**src/rtl/sram_fifo_pkg.sv**
```systemverilog
// Shared sizing for the SRAM-backed stream FIFO and its prefetch output queue.
package sram_fifo_pkg;

    localparam int WIDTH_DEF = 8;
    localparam int DEPTH_DEF = 16;

    function automatic int ptr_width(input int depth);
        return $clog2(depth);
    endfunction

    localparam int PTR_W     = ptr_width(DEPTH_DEF);
    localparam int CNT_W     = PTR_W + 2;
    // Prefetch queue capacity; the FIFO holds DEPTH + BUF_DEPTH words in total.
    localparam int BUF_DEPTH = 2;

endpackage

```
**src/rtl/sram_fifo_out_buf.sv**
```systemverilog
// Two-entry in-order output queue fed by SRAM read returns; its head drives m_data.
module sram_fifo_out_buf
    import sram_fifo_pkg::*;
#(
    parameter int WIDTH = WIDTH_DEF,
    parameter int CB    = $clog2(BUF_DEPTH + 1)
) (
    input  logic             clk,
    input  logic             rst,
    input  logic             cap,
    input  logic [WIDTH-1:0] cap_data,
    input  logic             m_ready,
    output logic             m_valid,
    output logic [WIDTH-1:0] m_data,
    output logic [CB-1:0]    buf_cnt
);

    logic [WIDTH-1:0] head;
    logic [WIDTH-1:0] tail;
    logic             pop;

    assign m_valid = (buf_cnt != '0);
    assign pop     = m_valid && m_ready;
    assign m_data  = head;

    always_ff @(posedge clk or posedge rst) begin
        if (rst) begin
            head    <= '0;
            tail    <= '0;
            buf_cnt <= '0;
        end else begin
            case ({cap, pop})
                2'b10: begin
                    if (buf_cnt == '0) head <= cap_data;
                    else               tail <= cap_data;
                    buf_cnt <= buf_cnt + CB'(1);
                end
                2'b01: begin
                    head    <= tail;
                    buf_cnt <= buf_cnt - CB'(1);
                end
                2'b11: begin
                    // Head leaves while a word arrives: it lands behind whatever remains.
                    if (buf_cnt == CB'(1)) begin
                        head <= cap_data;
                    end else begin
                        head <= tail;
                        tail <= cap_data;
                    end
                end
                default: ;
            endcase
        end
    end

endmodule

```
**src/rtl/sram_fifo_ctrl.sv**
```systemverilog
// Stream FIFO controller for a 1r1w SRAM with one-cycle read latency, hidden by a prefetch queue.
module sram_fifo_ctrl
    import sram_fifo_pkg::*;
#(
    parameter int WIDTH = WIDTH_DEF,
    parameter int DEPTH = DEPTH_DEF
) (
    input  logic                       clk,
    input  logic                       rst,
    input  logic                       s_valid,
    output logic                       s_ready,
    input  logic [WIDTH-1:0]           s_data,
    output logic                       m_valid,
    input  logic                       m_ready,
    output logic [WIDTH-1:0]           m_data,
    output logic [$clog2(DEPTH)+1:0]   count,
    output logic                       mem_wen,
    output logic [WIDTH-1:0]           mem_wdata,
    output logic [$clog2(DEPTH)-1:0]   mem_write_pointer,
    output logic                       mem_ren,
    output logic [$clog2(DEPTH)-1:0]   mem_read_pointer,
    input  logic [WIDTH-1:0]           mem_rdata
);

    localparam int AW = $clog2(DEPTH);
    localparam int CW = AW + 2;
    localparam int BW = $clog2(BUF_DEPTH + 1);
    localparam logic [AW:0] DEPTH_V = (AW + 1)'(DEPTH);

    logic [AW:0]   wr_ptr;
    logic [AW:0]   rd_ptr;
    logic [AW:0]   occ;
    logic          inflight;
    logic          push;
    logic          pop;
    logic          issue;
    logic [BW-1:0] buf_cnt;
    logic [BW:0]   pending;

    assign occ     = wr_ptr - rd_ptr;
    assign s_ready = !rst && (occ < DEPTH_V);
    assign push    = s_valid && s_ready;

    assign mem_wen           = push;
    assign mem_wdata         = s_data;
    assign mem_write_pointer = wr_ptr[AW-1:0];

    // Keep queued + in-flight words within the queue's capacity after this cycle's pop.
    assign pop     = m_valid && m_ready;
    assign pending = {1'b0, buf_cnt} + {{BW{1'b0}}, inflight} - {{BW{1'b0}}, pop};
    assign issue   = (occ != '0) && (pending < (BW + 1)'(BUF_DEPTH));

    assign mem_ren          = issue;
    assign mem_read_pointer = rd_ptr[AW-1:0];

    always_ff @(posedge clk or posedge rst) begin
        if (rst) begin
            wr_ptr   <= '0;
            rd_ptr   <= '0;
            inflight <= 1'b0;
        end else begin
            if (push)  wr_ptr <= wr_ptr + (AW + 1)'(1);
            if (issue) rd_ptr <= rd_ptr + (AW + 1)'(1);
            inflight <= issue;
        end
    end

    sram_fifo_out_buf #(
        .WIDTH (WIDTH),
        .CB    (BW)
    ) u_out_buf (
        .clk      (clk),
        .rst      (rst),
        .cap      (inflight),
        .cap_data (mem_rdata),
        .m_ready  (m_ready),
        .m_valid  (m_valid),
        .m_data   (m_data),
        .buf_cnt  (buf_cnt)
    );

    assign count = CW'(occ) + CW'(inflight) + CW'(buf_cnt);

    // Invariants the prefetch/push gating relies on.
    a_occ_bound: assert property (@(posedge clk) disable iff (rst) occ <= DEPTH_V);
    a_no_buf_overflow: assert property (@(posedge clk) disable iff (rst)
        !(inflight && (buf_cnt == BW'(BUF_DEPTH)) && !pop));
    a_no_rw_collision: assert property (@(posedge clk) disable iff (rst)
        !(mem_wen && mem_ren && (mem_write_pointer == mem_read_pointer)));

endmodule

```
**config.mk**
```make
export PLATFORM = sky130hd
export DESIGN_NAME = sram_fifo_ctrl
export DESIGN_NICKNAME = d
export VERILOG_FILES = /design/src/rtl/sram_fifo_pkg.sv /design/src/rtl/sram_fifo_out_buf.sv /design/src/rtl/sram_fifo_ctrl.sv
export SDC_FILE = /design/constraint.sdc
export NUM_CORES = 1
export LEC_CHECK = 0
export ABC_AREA = 1
export CORE_ASPECT_RATIO = 0.75
export CORE_MARGIN = 1
export CORE_UTILIZATION = 45
export DETAILED_ROUTE_END_ITERATION = 10
export PLACE_DENSITY = 0.77
export SYNTH_ARGS = -nofsm -noshare
export SYNTH_HDL_FRONTEND = slang
export SYNTH_SLANG_ARGS = --single-unit
```
**constraint.sdc**
```tcl
create_clock -name clk -period 2.9 [get_ports clk]
set_clock_uncertainty 0.05 [all_clocks]
set_input_delay 0.29 -clock clk [delete_from_list [all_inputs] [get_ports clk]]
set_output_delay 0.29 -clock clk [all_outputs]
set_load 0.01 [all_outputs]
```
# Yosys cells after proc, flatten, opt, wreduce, memory -nomap -nowiden

Cells that the tools add are included.

Add/sub/neg operators: 9
$lt $le $gt $ge: 2
Eq/ne operators: 7
Multiplexer cells: 7
Reductions and logical operators: 13

Operators with widths:

| operator                                                                      | number |
|---|---|
| 8-bit two-way mux                                                             | 4 |
| 8-bit one-hot mux with 3 select lines                                         | 1 |
| 8-bit one-hot mux with 2 select lines                                         | 1 |
| 5-bit by 1-bit adder with 5-bit output (second input constant)                | 2 |
| 5-bit by 1-bit adder with 6-bit output                                        | 1 |
| 6-bit by 2-bit adder with 6-bit output                                        | 1 |
| 2-bit nonzero test                                                            | 3 |
| 5-bit less-than comparator (second input constant)                            | 1 |
| 5-bit nonzero test                                                            | 1 |
| 5-bit subtractor                                                              | 1 |
| 2-bit by 1-bit == test with 1-bit output (second input constant)              | 2 |
| 2-bit == test (second input constant)                                         | 2 |
| 1-bit logical AND                                                             | 4 |
| 2-bit != test (second input constant)                                         | 2 |
| 2-bit one-hot mux with 2 select lines                                         | 1 |
| 2-bit by 1-bit adder with 3-bit output                                        | 1 |
| 3-bit by 2-bit less-than comparator with 1-bit output (second input constant) | 1 |
| 3-bit AND reduction                                                           | 1 |
| 3-bit nonzero test                                                            | 1 |
| 3-bit by 1-bit subtractor with 3-bit output                                   | 1 |
| 2-bit by 1-bit adder with 2-bit output (second input constant)                | 1 |
| 2-bit zero test                                                               | 1 |
| 2-bit by 1-bit != test with 1-bit output (second input constant)              | 1 |
| 2-bit AND reduction                                                           | 1 |
| other kinds (2)                                                               | 2 |

Bits in registers: 29

# Logic depth before layout (Yosys ltp)

Gate-level depths: netlist of run 1.

Depth in word-level cells: 5
Depth in mapped cells: 14

# By module

Synthesis of run 1 repeated with hierarchy kept, for this count alone.

Cells, all modules: 262
Area, all modules: 2,049.5 um^2

By module, submodules not included:

| module            | instances | cells an instance | area each (um^2) | seq. area each (um^2) |
|---|---|---|---|---|
| sram_fifo_ctrl    | 1         | 142               | 1,104.8          | 275.3 |
| sram_fifo_out_buf | 1         | 120               | 944.7            | 450.4 |

# Worst setup path after synthesis of run 1

Ideal clock, no wire load.

Path type: reg-to-output
Start point: register u_out_buf.buf_cnt[1]
End point: output port mem_ren
Data arrival time: 2,258 ps
Required time: 2,560 ps
Slack: 302 ps
Stages on the path, launching flop included: 13
Path through: dfrtp_1 -> inv_1 -> ha_1 -> inv_2 -> nand2_1 -> nor2_1 -> o21ai_0 -> fa_1 -> o21a_1 -> nand2_1 -> inv_1 -> nand2_4 -> inv_1

Longest elaborated chain between the ends: 5
Elaborated cells between the ends (all ways): 6

RTL lines:

| what                                                  | line                    | source |
|---|---|---|
| from (decl)                                           | sram_fifo_out_buf.sv:15 | `output logic [CB-1:0] buf_cnt` |
| from (signal assigned)                                | sram_fifo_out_buf.sv:36 | `buf_cnt <= buf_cnt + CB'(1);` |
| from (signal assigned)                                | sram_fifo_out_buf.sv:40 | `buf_cnt <= buf_cnt - CB'(1);` |
| 2-bit nonzero test                                    | sram_fifo_out_buf.sv:22 | `assign m_valid = (buf_cnt != '0);` |
| via m_valid                                           | sram_fifo_ctrl.sv:13    | `output logic m_valid,` |
| 1-bit logical AND                                     | sram_fifo_ctrl.sv:49    | `assign pop = m_valid && m_ready;` |
| 3-bit by 1-bit subtractor with 3-bit output           | sram_fifo_ctrl.sv:50    | `assign pending = {1'b0, buf_cnt} + {{BW{1'b0}}, inflight} - {{BW{1'b0}}, pop};` |
| 3-bit by 2-bit less-than comparator with 1-bit output | sram_fifo_ctrl.sv:51    | `assign issue = (occ != '0) && (pending < (BW + 1)'(BUF_DEPTH));` |
| 1-bit logical AND                                     | sram_fifo_ctrl.sv:51    |  |
| to (decl)                                             | sram_fifo_ctrl.sv:20    | `output logic mem_ren,` |

The timed path passes the listed nets, and every way through them passes these cells.

# Final worst setup path of run 1

Start point: register wr_ptr[0]
End point: output port count[4]

Longest elaborated chain between the ends: 3

RTL lines:

| what                                   | line                 | source |
|---|---|---|
| from (decl)                            | sram_fifo_ctrl.sv:30 | `logic [AW:0] wr_ptr;` |
| from (signal assigned)                 | sram_fifo_ctrl.sv:62 | `if (push) wr_ptr <= wr_ptr + (AW + 1)'(1);` |
| 5-bit subtractor                       | sram_fifo_ctrl.sv:40 | `assign occ = wr_ptr - rd_ptr;` |
| 5-bit by 1-bit adder with 6-bit output | sram_fifo_ctrl.sv:82 | `assign count = CW'(occ) + CW'(inflight) + CW'(buf_cnt);` |
| 6-bit by 2-bit adder with 6-bit output | sram_fifo_ctrl.sv:82 |  |
| to (decl)                              | sram_fifo_ctrl.sv:16 | `output logic [$clog2(DEPTH)+1:0] count,` |

No other way between the ends.

==> impl_summary.txt, run 1 <==
----------------------------------------------------
[Run status]
  Result of the run ... completed

[Power]
  Portion of total power attributed to the clock network ... 12.0%
  Sequential power share ... 20.3%
  Power density of the placed cells ... 1530 nW/um^2
  Combinational share of power ... 67.7%
  Worst IR drop on VDD ... 1020 uV
  Sw frac ... 42.1%
  Internal power ... 2.15 mW
  Leakage component of the power ... 1.16 nW
  Net load switching power ... 1.56 mW

[Critical path]
  Ordered list of cells on the worst path ... inv_2 -> ha_1 -> inv_2 -> fa_2 -> fa_1 -> nand4_1 -> xor2_1 -> clkdlybuf4s15_1
  Crit path launch type ... flip-flop
  Category of the most critical setup path ... reg2out
  Maximum fanout along the worst path ... 2
  Crit-path slowest cell ... fa_2
  Kind of cell adding the most delay to the critical path ... adder cells
  Data arrival time of the critical path ... 2.40 ns
  Crit-path max cell delay ... 0.46 ns
  Data required time at the worst endpoint ... 2.56 ns
  Critical Path End Type ... output port
  Worst path bufs/invs ... 3
  CP dominant cell by count ... inv_2

[Clock network]
  Maximum root-to-sink buffer count ... 2
  Number of buffers created by CTS ... 5
  Count of clock tree sinks ... 29
  Count of hold buffers inserted by post-cts repair ... 0
  TritonCTS clock tree ... yes
  Clock edge transition at the registers on the reported setup and hold paths ... 0.07 ns
  Worst-skew pair later-pin latency ... 0.29 ns
  Clock root cell ... clkbuf_8
  H-Tree Level Count ... 2

[Final layout]
  Ant. Diodes ... 0
  Synthesis-to-finish area growth ... 31.1%
  Ratio of cells with drive above 1 in the final layout ... 22.1%
  Count of fill cells added during filler insertion ... 299
  Commonest non-fill, non-tap cell in the layout ... nand2_1
  Net total in the final layout ... 290
  Commonest cells after routing, fill and taps aside ... 45 x nand2_1, 30 x clkdlybuf4s50_1, 29 x dfrtp_1
  Final cell count without fillers ... 310

[Floorplan]
  Number of I/O pins ... 54
  Starting density of the core ... 48.6%
  Core Area ... 3800 um^2
  Number of rows in the core area ... 19
  Area of the die ... 4370 um^2
  X dimension of the die ... 76.0 um
  Die height ... 57.5 um

[Global route]
  Initial antenna violation count ... 0
  Layer carrying the most global-route usage ... met2
  Fraction of met1 tracks used by global routing ... 28.9%
  Largest net degree at the start of global routing ... 30
  Wire length of the first global-routing pass ... 6.76 mm
  Via count of the first global-routing pass ... 1,459
  Met3 Resource Use GR ... 6.08%
  GRT overflow ... 0
  Met2 global-route usage ... 29.4%
  Global-route usage over all layers ... 20.4%

[Timing]
  Final setup violation count ... 0
  Period Utilization, post-route ... 94.6%
  Unrepaired setup endpoints after global routing ... false
  Final worst setup slack ... 0.158 ns
  Transition at the pin with the smallest max-transition slack ... 0.399 ns
  Max Freq ... 0.365 GHz
  Period minus WS final ... 2.74 ns
  Hold violation total from the final report ... 0
  Worst slack on hold paths ... 0.439 ns
  Number of pins exceeding their max-slew limit in the final report ... 0
  Relative slew margins ... 73.3%

[Place]
  Setup slack after placement ... -0.0305 ns
  Placed wire-length estimate ... 2.77 mm
  Number of input and output port buffers inserted ... 37
  Number of placed cells counting well taps ... 297
  GPL Wtd Cong ... 0.806

[Routing]
  Post-detailed-route count of antenna-violating nets ... 0
  Wire length per cell ... 12.4 um
  Total number of vias ... 1,476
  Routed wire length ... 3.86 mm
  Via-per-instance ratio ... 4.76
  Initial DRC count ... 93
  Drc violations ... 0
  Number of optimization iterations in the first detailed-route pass ... 4

[Synthesis]
  Synthesized area ... 1850 um^2
  Mean Syn Cell Area ... 8.76 um^2
  Number of distinct library cells after synthesis ... 23
  Syn. warnings ... 0
  Synth Net Count ... 244
  Flip-flop and latch count after synthesis ... 29
  Post-synthesis instance total ... 211
  Sequential cell area fraction in the yosys report ... 39.2%

[Flow run]
  Count of maximum capacitance violations ... 0

[Worst hold path]
  Hold WC Path Type ... in2async

----------------------------------------------------
## Yosys cell counts
library cell / number / area [um^2]
xor2_1: 8 / 70.1
nand3_2: 3 / 30.0
mux2_2: 8 / 90.1
nor3b_2: 1 / 12.5
inv_2: 4 / 15.0
nand4_1: 1 / 6.26
nor2_1: 15 / 56.3
o21a_1: 1 / 7.51
xnor2_1: 3 / 26.3
fa_1: 4 / 80.1
nand2_2: 2 / 12.5
buf_4: 16 / 120
inv_1: 22 / 82.6
nand2_1: 46 / 173
nand3_1: 21 / 105
ha_1: 9 / 113
o21ai_0: 4 / 20.0
dfrtp_1: 29 / 726
a21oi_1: 3 / 15.0
buf_6: 1 / 11.3
a31oi_1: 8 / 50.1
nand2_4: 1 / 11.3
o21ai_4: 1 / 16.3
## metrics by stage
stage	total power [mW]	setup TNS [ns]	utilization, %	instance area [um^2]
CTS	3.69	0	63.5	2420
detailed placement	3.20	-0.0305	59.4	2260
finish	3.71	0	63.7	2420
global route	4.05	0	63.7	2420
floorplan	2.21	0	-	1850
global placement	3.15	0	59.4	2260
## layout make-up
class / instances / area (um^2) / share of cell area [%]
tap: 52 / 65.1 / 2.68
clock inverter: 2 / 37.5 / 1.55
inverter: 26 / 97.6 / 4.02
multi-input combinational: 139 / 915 / 37.7
sequential: 29 / 726 / 29.9
clock buffer: 6 / 82.6 / 3.41
timing repair buffer: 56 / 502 / 20.7
## flip-flops by register name, indices dropped and copies added (netlist names)
signal and cells:
u_out_buf.buf_cnt 2, rd_ptr 5, u_out_buf.tail 8, u_out_buf.m_data 8
wr_ptr 5, inflight 1
## what timing repair did
action,CTS,global route
endpoints found under the setup margin,7,7
pin swaps,3,2
resized for setup,11,14
gates cloned,0,0
setup buffers,4,1
## metal layers
layer / wire [um] / share of wire [%]
met4: 80 / 2.1
met1: 1930 / 50
met5: 0 / 0
met3: 228 / 5.9
met2: 1620 / 42
## path summary, 6_finish.rpt
check                                      from                  end  slack, ns  cells past startpoint
min                                         rst            wr_ptr[2]       0.44                      3
max in group asynchronous                   rst  u_out_buf.m_data[6]       2.08                      3
max reg2reg                u_out_buf.buf_cnt[0]            rd_ptr[2]       0.65                     15
min in group clk              u_out_buf.tail[2]    u_out_buf.tail[2]       0.45                      1
min reg2reg                   u_out_buf.tail[2]    u_out_buf.tail[2]       0.45                      1
max                                   wr_ptr[0]             count[4]       0.16                      8
## worst register-to-register path: cells and delay by family, from the launching register on
kind	cells	cell delay, ns
adders and majority gates	2	0.67
AOI/OAI and AO/OA	2	0.21
DFF	1	0.39
buffers and inverters	4	0.31
and+or+nand+nor	7	0.52
## logic make-up (layout without fill, tap and decap cells)
logic type                 count (synthesis)  count (layout)  synth area share, %
AOI/OAI and AO/OA                         17              17                 5.89
xor gates and xnor gates                  11              11                 5.21
adders and majority gates                 13              13                 10.4
muxes                                      8               8                 4.87
and+or+nand+nor                           90              90                 22.0
DFF                                       29              29                 39.2
buffers and inverters                     43              90                 12.4
## power groups by stage
stage          combinational (mW)  sequential (mW)  clock (mW)
4_1_cts                      2.49            0.751       0.450
5_1_grt                      2.79            0.781       0.476
3_3_place_gp                 2.40            0.748           0
3_5_place_dp                 2.44            0.761           0
2_1_floorplan                1.44            0.772           0
6_report                     2.51            0.753       0.444
Note: power is estimated with default switching activity, not from simulation.
==> run 2, diff against run 1 <==
Settings changed: SLEW_MARGIN from default to 20.
==> results of run 2 <==
No change in the layout: final DEF, timing and power equal those of run 1.
